## src/rtl/usr_sequencer.sv

```systemverilog
// Command sequencer for the universal shift register: turns load/shift/rotate
// commands into cycle-by-cycle USR mode, serial-fill and parallel-load drives.
module usr_sequencer #(
  parameter int unsigned WIDTH = 8,
  parameter int unsigned CNT_W = 4
) (
  input  logic             clk,
  input  logic             rst_n,
  input  logic             cmd_valid,
  output logic             cmd_ready,
  input  logic [2:0]       cmd_op,
  input  logic [CNT_W-1:0] cmd_count,
  input  logic             cmd_fill,
  input  logic [WIDTH-1:0] cmd_data,
  output logic [1:0]       usr_mode,
  output logic             usr_sl,
  output logic             usr_sr,
  output logic [WIDTH-1:0] usr_pin,
  input  logic [WIDTH-1:0] usr_q,
  output logic             busy,
  output logic             rsp_valid,
  output logic [WIDTH-1:0] rsp_data,
  output logic             rsp_err
);

  typedef enum logic [1:0] {
    S_IDLE  = 2'd0,
    S_LOAD  = 2'd1,
    S_SHIFT = 2'd2,
    S_DONE  = 2'd3
  } state_t;

  localparam logic [2:0] OP_LOAD = 3'd0;
  localparam logic [2:0] OP_SHL  = 3'd1;
  localparam logic [2:0] OP_SHR  = 3'd2;
  localparam logic [2:0] OP_ROL  = 3'd3;
  localparam logic [2:0] OP_ROR  = 3'd4;
  localparam logic [2:0] OP_ASR  = 3'd5;

  localparam logic [1:0] MODE_HOLD = 2'b00;
  localparam logic [1:0] MODE_UP   = 2'b01;
  localparam logic [1:0] MODE_DOWN = 2'b10;
  localparam logic [1:0] MODE_LOAD = 2'b11;

  state_t             state_q;
  logic [2:0]         op_q;
  logic [CNT_W-1:0]   rem_q;
  logic               fill_q;
  logic               err_q;
  logic               cmd_ready_q;
  logic               busy_q;
  logic [1:0]         usr_mode_q;
  logic [WIDTH-1:0]   usr_pin_q;
  logic               rsp_valid_q;
  logic [WIDTH-1:0]   rsp_data_q;
  logic               rsp_err_q;

  // Mode/pin registers are loaded with the value for the state being entered,
  // so they line up with the state and the USR acts in that same cycle.
  always_ff @(posedge clk or negedge rst_n) begin
    if (!rst_n) begin
      state_q     <= S_IDLE;
      op_q        <= 3'd0;
      rem_q       <= '0;
      fill_q      <= 1'b0;
      err_q       <= 1'b0;
      cmd_ready_q <= 1'b1;
      busy_q      <= 1'b0;
      usr_mode_q  <= MODE_HOLD;
      usr_pin_q   <= '0;
      rsp_valid_q <= 1'b0;
      rsp_data_q  <= '0;
      rsp_err_q   <= 1'b0;
    end else begin
      rsp_valid_q <= 1'b0;
      case (state_q)
        S_IDLE: begin
          if (cmd_valid) begin
            op_q        <= cmd_op;
            rem_q       <= cmd_count;
            fill_q      <= cmd_fill;
            err_q       <= 1'b0;
            cmd_ready_q <= 1'b0;
            busy_q      <= 1'b1;
            if (cmd_op == OP_LOAD) begin
              state_q    <= S_LOAD;
              usr_mode_q <= MODE_LOAD;
              usr_pin_q  <= cmd_data;
            end else if (cmd_op > OP_ASR) begin
              state_q <= S_DONE;
              err_q   <= 1'b1;
            end else if (cmd_count == '0) begin
              state_q <= S_DONE;
            end else begin
              state_q    <= S_SHIFT;
              usr_mode_q <= (cmd_op == OP_SHL || cmd_op == OP_ROL) ? MODE_UP : MODE_DOWN;
            end
          end
        end
        S_LOAD: begin
          state_q    <= S_DONE;
          usr_mode_q <= MODE_HOLD;
          usr_pin_q  <= '0;
        end
        S_SHIFT: begin
          rem_q <= rem_q - CNT_W'(1);
          if (rem_q == CNT_W'(1)) begin
            state_q    <= S_DONE;
            usr_mode_q <= MODE_HOLD;
          end
        end
        S_DONE: begin
          state_q     <= S_IDLE;
          rsp_valid_q <= 1'b1;
          rsp_data_q  <= usr_q;
          rsp_err_q   <= err_q;
          cmd_ready_q <= 1'b1;
          busy_q      <= 1'b0;
        end
        default: state_q <= S_IDLE;
      endcase
    end
  end

  // Serial fill is taken live from usr_q: the USR output is registered, so it
  // already reflects every shift applied so far.
  always_comb begin
    usr_sl = 1'b0;
    usr_sr = 1'b0;
    if (state_q == S_SHIFT) begin
      case (op_q)
        OP_SHL:  usr_sr = fill_q;
        OP_SHR:  usr_sl = fill_q;
        OP_ROL:  usr_sr = usr_q[WIDTH-1];
        OP_ROR:  usr_sl = usr_q[0];
        OP_ASR:  usr_sl = usr_q[WIDTH-1];
        default: begin
          usr_sl = 1'b0;
          usr_sr = 1'b0;
        end
      endcase
    end
  end

  assign cmd_ready = cmd_ready_q;
  assign busy      = busy_q;
  assign usr_mode  = usr_mode_q;
  assign usr_pin   = usr_pin_q;
  assign rsp_valid = rsp_valid_q;
  assign rsp_data  = rsp_data_q;
  assign rsp_err   = rsp_err_q;

endmodule
```

## config.mk

```make
export PLATFORM = sky130hd
export DESIGN_NAME = usr_sequencer
export DESIGN_NICKNAME = d
export VERILOG_FILES = /design/src/rtl/usr_sequencer.sv
export SDC_FILE = /design/constraint.sdc
export NUM_CORES = 1
export LEC_CHECK = 0
export ABC_CLOCK_PERIOD_IN_PS = 2700
export CAP_MARGIN = 20
export CORE_AREA = 2 2 78 43
export CTS_CLUSTER_SIZE = 25
export DETAILED_ROUTE_END_ITERATION = 8
export DIE_AREA = 0 0 80 45
export DONT_BUFFER_PORTS = 1
export HOLD_SLACK_MARGIN = 0.12
export PLACE_DENSITY = 0.73
export SETUP_SLACK_MARGIN = 0.3
export SLEW_MARGIN = 20
export SYNTH_ARGS = -nofsm -noshare
export SYNTH_HDL_FRONTEND = slang
export SYNTH_SLANG_ARGS = --single-unit
```

## constraint.sdc

```tcl
create_clock -name clk -period 2.7 [get_ports clk]
set_input_delay 0.54 -clock clk [delete_from_list [all_inputs] [get_ports clk]]
set_output_delay 0.54 -clock clk [all_outputs]
set_load 0.005 [all_outputs]
```

**Word level (Yosys, flattened, before mapping)**

Cells that the tools add are included.

- Flip-flop bits (word level): 33
- Bits of input ports: 27
- Output and inout bits: 24

- Add/subtract/negate cells: 1
- Magnitude comparators: 1
- Eq/ne operators: 16
- Mux-type cells: 29
- Reduce and logical (&&, ||, !) cells: 14

Operators by type and width:

| operator | number |
|---|---|
| two-way mux 2 bit | 9 |
| two-way mux 8 bit | 2 |
| case mux 8 bit (2 select lines) | 1 |
| == test 3 x 2 -> 1 bit (second input constant) | 3 |
| two-way mux 1 bit | 9 |
| case mux 2 bit (4 select lines) | 1 |
| case mux 4 bit (2 select lines) | 1 |
| AND reduction 2 bit | 4 |
| == test 3 x 1 -> 1 bit (second input constant) | 2 |
| == test 3 bit (second input constant) | 2 |
| inequality test 2 bit (second input constant) | 3 |
| inequality test 3 bit (second input constant) | 2 |
| case mux 1 bit (2 select lines) | 3 |
| case mux 2 bit (3 select lines) | 1 |
| nonzero test 2 bit | 3 |
| AND reduction 5 bit | 1 |
| == test 2 bit (second input constant) | 2 |
| == test 4 x 1 -> 1 bit (second input constant) | 1 |
| zero test 4 bit | 1 |
| two-way mux 4 bit | 1 |
| subtractor 4 x 1 -> 4 bit (second input constant) | 1 |
| greater-than comparator 3 bit (second input constant) | 1 |
| zero test 3 bit | 1 |
| case mux 1 bit (3 select lines) | 1 |
| other kinds (5) | 5 |

**Depth between registers and ports, before layout**

- Depth after elaboration: 8
- Gate-level depth with buffers: 8
- Depth with buffers taken out: 6

**Least setup slack after synthesis**

OpenSTA, ideal clock, no wires.

- Path type: register to register
- Start point: reg state_q[0]
- End point: reg usr_mode_q[0] (netlist: usr_mode[0])
- Arrival time: 1.706 ns
- Required time: 2.575 ns
- Path slack: 0.869 ns
- Stages on the path, launching flop included: 8
- Path buffers: 1
- Clock period less this slack: 1.831 ns
- Cell sequence: dfrtp_1 inv_1 ha_1 clkbuf_1 inv_1 o21ai_1 a311o_1 mux2_4

- Cells in the longest elaborated chain, start to end: 3
- Elaborated cells on any way between the ends: 10

Ends and longest elaborated chain:

| what | line | RTL |
|---|---|---|
| from (decl) | 45 | `state_t state_q;` |
| from (signal assigned) | 62 | `state_q <= S_IDLE;` |
| from (signal assigned) | 86 | `state_q <= S_LOAD;` |
| from (signal assigned) | 90 | `state_q <= S_DONE;` |
| == test 2 bit, or another cell as far along | 76 | `case (state_q)` |
| inequality test 2 bit (no source line), or another cell as far along | - |  |
| AND reduction 5 bit (no source line) | - |  |
| to (signal assigned) | 96 | `usr_mode_q <= (cmd_op == OP_SHL \|\| cmd_op == OP_ROL) ? MODE_UP : MODE_DOWN;` |
| to (decl) | 52 | `logic [1:0] usr_mode_q;` |

Several ways; a longest one is shown, not always the timed one.
A chain may end at the register's enable or synchronous reset.

**Worst setup path in the final report**

Same ends and word-level chain as after synthesis.

==> report_table.html <==
<table>
<tr><th>Metric</th><th>Value</th></tr>
<tr><th colspan="2">Die</th></tr>
<tr><td>Row count</td><td>14</td></tr>
<tr><td>Y dimension of the die</td><td>45 µm</td></tr>
<tr><td>I/O pin count</td><td>slightly above 50</td></tr>
<tr><td>CORE AREA</td><td>2870 µm²</td></tr>
<tr><td>Die outline width</td><td>80 µm</td></tr>
<tr><td>Die area</td><td>3600 µm²</td></tr>
<tr><td>Effective utilization at floorplan</td><td>53.2%</td></tr>
<tr><th colspan="2">Drt</th></tr>
<tr><td>DR vias</td><td>1066</td></tr>
<tr><td>Routed WL</td><td>approximately 3.2 mm</td></tr>
<tr><td>Initial detailed-routing violation count</td><td>83</td></tr>
<tr><td>Total iterations of the first detailed-routing run</td><td>4</td></tr>
<tr><td>Post-detailed-route via-to-cell ratio</td><td>5.92</td></tr>
<tr><td>Antenna violation net count after detailed routing</td><td>0</td></tr>
<tr><td>Mean routed wirelength per cell</td><td>17.7 µm</td></tr>
<tr><td>Number of remaining DRC errors</td><td>0</td></tr>
<tr><th colspan="2">Synth</th></tr>
<tr><td>Net count after synthesis</td><td>168</td></tr>
<tr><td>Yosys warnings</td><td>0</td></tr>
<tr><td>Register area share after synthesis</td><td>between 50% and 60%</td></tr>
<tr><td>Fraction of registers with async set/reset</td><td>100%</td></tr>
<tr><td>Primary FF master, synth</td><td>dfrtp_1</td></tr>
<tr><td>Synth Instances</td><td>135</td></tr>
<tr><td>Netlist cell types</td><td>32</td></tr>
<tr><td>Library cell with the highest instance count after synthesis</td><td>dfrtp_1</td></tr>
<tr><td>Area fraction of the dominant cell type after synthesis</td><td>52.4%</td></tr>
<tr><td>Avg Synthesized Cell Area</td><td>~11 µm²</td></tr>
<tr><td>Cell accounting for the most synthesized area</td><td>dfrtp_1</td></tr>
<tr><td>Commonest cells post-synth</td><td>dfrtp_1 (32), mux2_2 (11), a21oi_1 (10), nand2_1 (10), inv_1 (9)</td></tr>
<tr><td>Flip-flop and latch count after synthesis</td><td>33</td></tr>
<tr><td>Syn Std Cell Area</td><td>1530 µm²</td></tr>
<tr><td>Top cells by area, synth</td><td>dfrtp_1 (52%), mux2_2 (8.1%), ha_1 (4.9%), a22o_1 (4.6%), a21oi_1 (3.3%)</td></tr>
<tr><td>Number of enable-type register cells in the synthesized netlist</td><td>0</td></tr>
<tr><th colspan="2">Min path</th></tr>
<tr><td>Min-delay worst type</td><td>input port to flip-flop</td></tr>
<tr><td>End of the worst hold path</td><td>usr_pin[4]$_DFFE_PN0P_</td></tr>
<tr><td>HP Start</td><td>cmd_data[4]</td></tr>
<tr><td>Cells on Worst Hold Path</td><td>1</td></tr>
<tr><th colspan="2">Critical path</th></tr>
<tr><td>Sum of buffers and inverters on the critical path</td><td>1</td></tr>
<tr><td>Critical path's slowest cell</td><td>dfrtp_1</td></tr>
<tr><td>Critical path launch point type</td><td>flip-flop</td></tr>
<tr><td>Critical Path Fanout Max</td><td>11</td></tr>
<tr><td>Worst endpoint data arrival time</td><td>roughly 2.4 ns</td></tr>
<tr><td>Cell family with most CP delay</td><td>compound AO/OA/AOI/OAI gates</td></tr>
<tr><td>Critical path class</td><td>flip-flop to flip-flop</td></tr>
<tr><td>Reg2Reg Depth</td><td>6</td></tr>
<tr><td>Crit path cell chain</td><td>inv_1 &gt; ha_1 &gt; nand2b_1 &gt; o21ai_1 &gt; a311o_1 &gt; mux2_4</td></tr>
<tr><td>Crit-path max cell delay</td><td>approximately 0.4 ns</td></tr>
<tr><td>Capture point of the worst reg-to-reg path</td><td>usr_mode[0]$_DFFE_PN0P_</td></tr>
<tr><td>Capturing element type of the critical path</td><td>flip-flop</td></tr>
<tr><td>Required time at the endpoint of the critical path</td><td>2.86 ns</td></tr>
<tr><td>RR Startpoint</td><td>state_q[0]$_DFFE_PN0P_</td></tr>
<tr><td>Reg-to-reg slack, setup</td><td>0.51 ns</td></tr>
<tr><th colspan="2">Timing</th></tr>
<tr><td>Slew margin rel.</td><td>62.1%</td></tr>
<tr><td>Pins Over Slew Limit</td><td>0</td></tr>
<tr><td>Endpoints failing setup</td><td>0</td></tr>
<tr><td>Highest attainable clock frequency</td><td>456 MHz</td></tr>
<tr><td>RSZ-0062 raised after global routing</td><td>false</td></tr>
<tr><td>Setup TNS</td><td>0 ns</td></tr>
<tr><td>Final hold violations</td><td>0</td></tr>
<tr><td>Transition time at the pin with the least slew margin</td><td>roughly 0.57 ns</td></tr>
<tr><td>Final Critical Period</td><td>2.19 ns</td></tr>
<tr><td>Final worst-path setup slack</td><td>0.508 ns</td></tr>
<tr><td>Period utilization</td><td>81.2%</td></tr>
<tr><td>Worst clock skew</td><td>0.00270 ns</td></tr>
<tr><th colspan="2">Placement</th></tr>
<tr><td>Worst slack after detailed placement</td><td>around 0.53 ns</td></tr>
<tr><td>Final HPWL from detailed placement</td><td>2.33 mm</td></tr>
<tr><td>Placer congestion estimate</td><td>0.892</td></tr>
<tr><td>Port bufs</td><td>0</td></tr>
<tr><th colspan="2">GRT</th></tr>
<tr><td>Global-route wire length before repair</td><td>5.23 mm</td></tr>
<tr><td>Maximum number of pins on one net before global-route repair</td><td>34</td></tr>
<tr><td>Overflow left after global routing</td><td>0</td></tr>
<tr><td>Antenna violations before repair</td><td>0</td></tr>
<tr><td>Via count of the first global-routing pass</td><td>approximately 1100</td></tr>
<tr><td>Overall track demand over capacity in global routing</td><td>19.7%</td></tr>
<tr><th colspan="2">Clocking</th></tr>
<tr><td>Cts bufs inserted</td><td>5</td></tr>
<tr><td>CTS clock-pin slew for the worst setup and hold paths</td><td>around 0.070 ns</td></tr>
<tr><td>Total number of H-tree levels</td><td>2</td></tr>
<tr><td>Clock tree from TritonCTS</td><td>done</td></tr>
<tr><td>Post-CTS Setup Inserts</td><td>0</td></tr>
<tr><td>Number of buffers on the longest clock path</td><td>2</td></tr>
<tr><td>Source-to-sink clock delay at the later pin of the worst-skew pair</td><td>0.27 ns</td></tr>
<tr><td>Clock Tree Root</td><td>clkbuf_8</td></tr>
<tr><td>Number of sinks on the clock net</td><td>33</td></tr>
<tr><th colspan="2">Power</th></tr>
<tr><td>Total power divided by cell area</td><td>1220 nW/µm²</td></tr>
<tr><td>Post-layout total power</td><td>0.00207 W</td></tr>
<tr><td>P_leak</td><td>0.767 nW</td></tr>
<tr><td>Largest vdd supply drop</td><td>536 µV</td></tr>
<tr><th colspan="2">Layout</th></tr>
<tr><td>Antenna Diode Count</td><td>0</td></tr>
<tr><td>Combined area of the multi-input logic cells</td><td>652 µm²</td></tr>
<tr><td>Area growth syn-to-layout</td><td>10.9%</td></tr>
<tr><td>Net count of the finished layout</td><td>between 150 and 200</td></tr>
<tr><td>Area of all sequential standard cells</td><td>827 µm²</td></tr>
<tr><td>Share of final-layout standard cells stronger than drive strength 1</td><td>roughly 19%</td></tr>
<tr><td>FILL cells</td><td>252</td></tr>
<tr><th colspan="2">Outcome</th></tr>
<tr><td>Outcome</td><td>finished, final reports clean</td></tr>
<tr><th colspan="2">Run</th></tr>
<tr><td>Maximum capacitance violations</td><td>0</td></tr>
</table>
==> layer usage <==
metal  share of wire (%)  up-vias  track usage [%]
li1                    -      494                -
met1                  44      518             24.8
met2                  47       50             33.3
met3                 8.2        4             7.00
met4                0.66        0             5.42
met5                   0        -                0
==> how the worst max path moves through the flow <==
| stage | from | endpoint | slack [ns] | depth (start not counted) |
|---|---|---|---|---|
| 2_1_floorplan | state_q[0]$_DFFE_PN0P_ | usr_mode[0]$_DFFE_PN0P_ | 0.87 | 7 |
| 6_report | state_q[0]$_DFFE_PN0P_ | usr_mode[0]$_DFFE_PN0P_ | 0.51 | 6 |
| 3_5_place_dp | state_q[0]$_DFFE_PN0P_ | usr_mode[0]$_DFFE_PN0P_ | 0.53 | 6 |
| 3_3_place_gp | state_q[0]$_DFFE_PN0P_ | usr_mode[0]$_DFFE_PN0P_ | 0.68 | 6 |
| 5_1_grt | state_q[0]$_DFFE_PN0P_ | usr_pin[6]$_DFFE_PN0P_ | 0.37 | 5 |
| 4_1_cts | state_q[0]$_DFFE_PN0P_ | usr_mode[0]$_DFFE_PN0P_ | 0.53 | 6 |
==> cell usage in the layout, fill, tap and decap left out, types with 2 or more instances in the layout <==
cell      netlist  final
ha_1            6      6
nand3_1         4      4
a21o_1          3      3
dfrtp_1        32     32
mux2_2         11     11
a21oi_1        10      9
clkbuf_8        0      7
o21ai_0         8      8
nand2_1        10     10
a22o_1          8      8
nor2_1          4      4
nor3_1          2      2
inv_1           9      9
mux2_4          2      2
o22ai_1         4      4
==> where the power goes <==
group          switching (W)  total, W  internal [W]
Combinational       0.000400  0.000773      0.000373
Clock               0.000167  0.000398      0.000230
Sequential          0.000186  0.000903      0.000717
==> stage by stage <==
step           hold WS [ns]  cells  utilization, %  area, µm²
2_1_floorplan         0.244    135               -       1530
3_5_place_dp          0.245    170            54.3       1560
3_3_place_gp          0.245    170            54.3       1560
4_1_cts               0.389    180            58.8       1690
6_report              0.396    180            59.0       1690
5_1_grt               0.384    180            59.0       1690
==> layout make-up <==
cell class                 count  area share [%]
sequential                    33            48.8
multi-input combinational     88            38.5
inverter                       9            1.99
clock inverter                 1           0.295
tap                           40            2.95
timing repair buffer           2            1.77
clock buffer                   7            5.69
==> sequential cells by signal, summed over array words and instances, names as in the netlist <==
signal	flops
busy	1
cmd_ready	1
rsp_valid	1
err_q	1
usr_mode	2
usr_pin	8
op_q	3
rem_q	4
rsp_err	1
fill_q	1
rsp_data	8
state_q	2
==> cell families after synthesis <==
logic type	synth area share [%]
compound gates	17.8
flops	54.1
simple gates	9.01
buf+inv	3.44
mux	10.7
fa+ha+maj	4.91
==> what timing repair did <==
item                                   in CTS  in global routing
resized for setup                           0                  1
hold buffers                                2                  0
endpoints found under the hold margin      33                  0
setup endpoints to repair                   0                  5
Power figures use the tool's default switching activity.
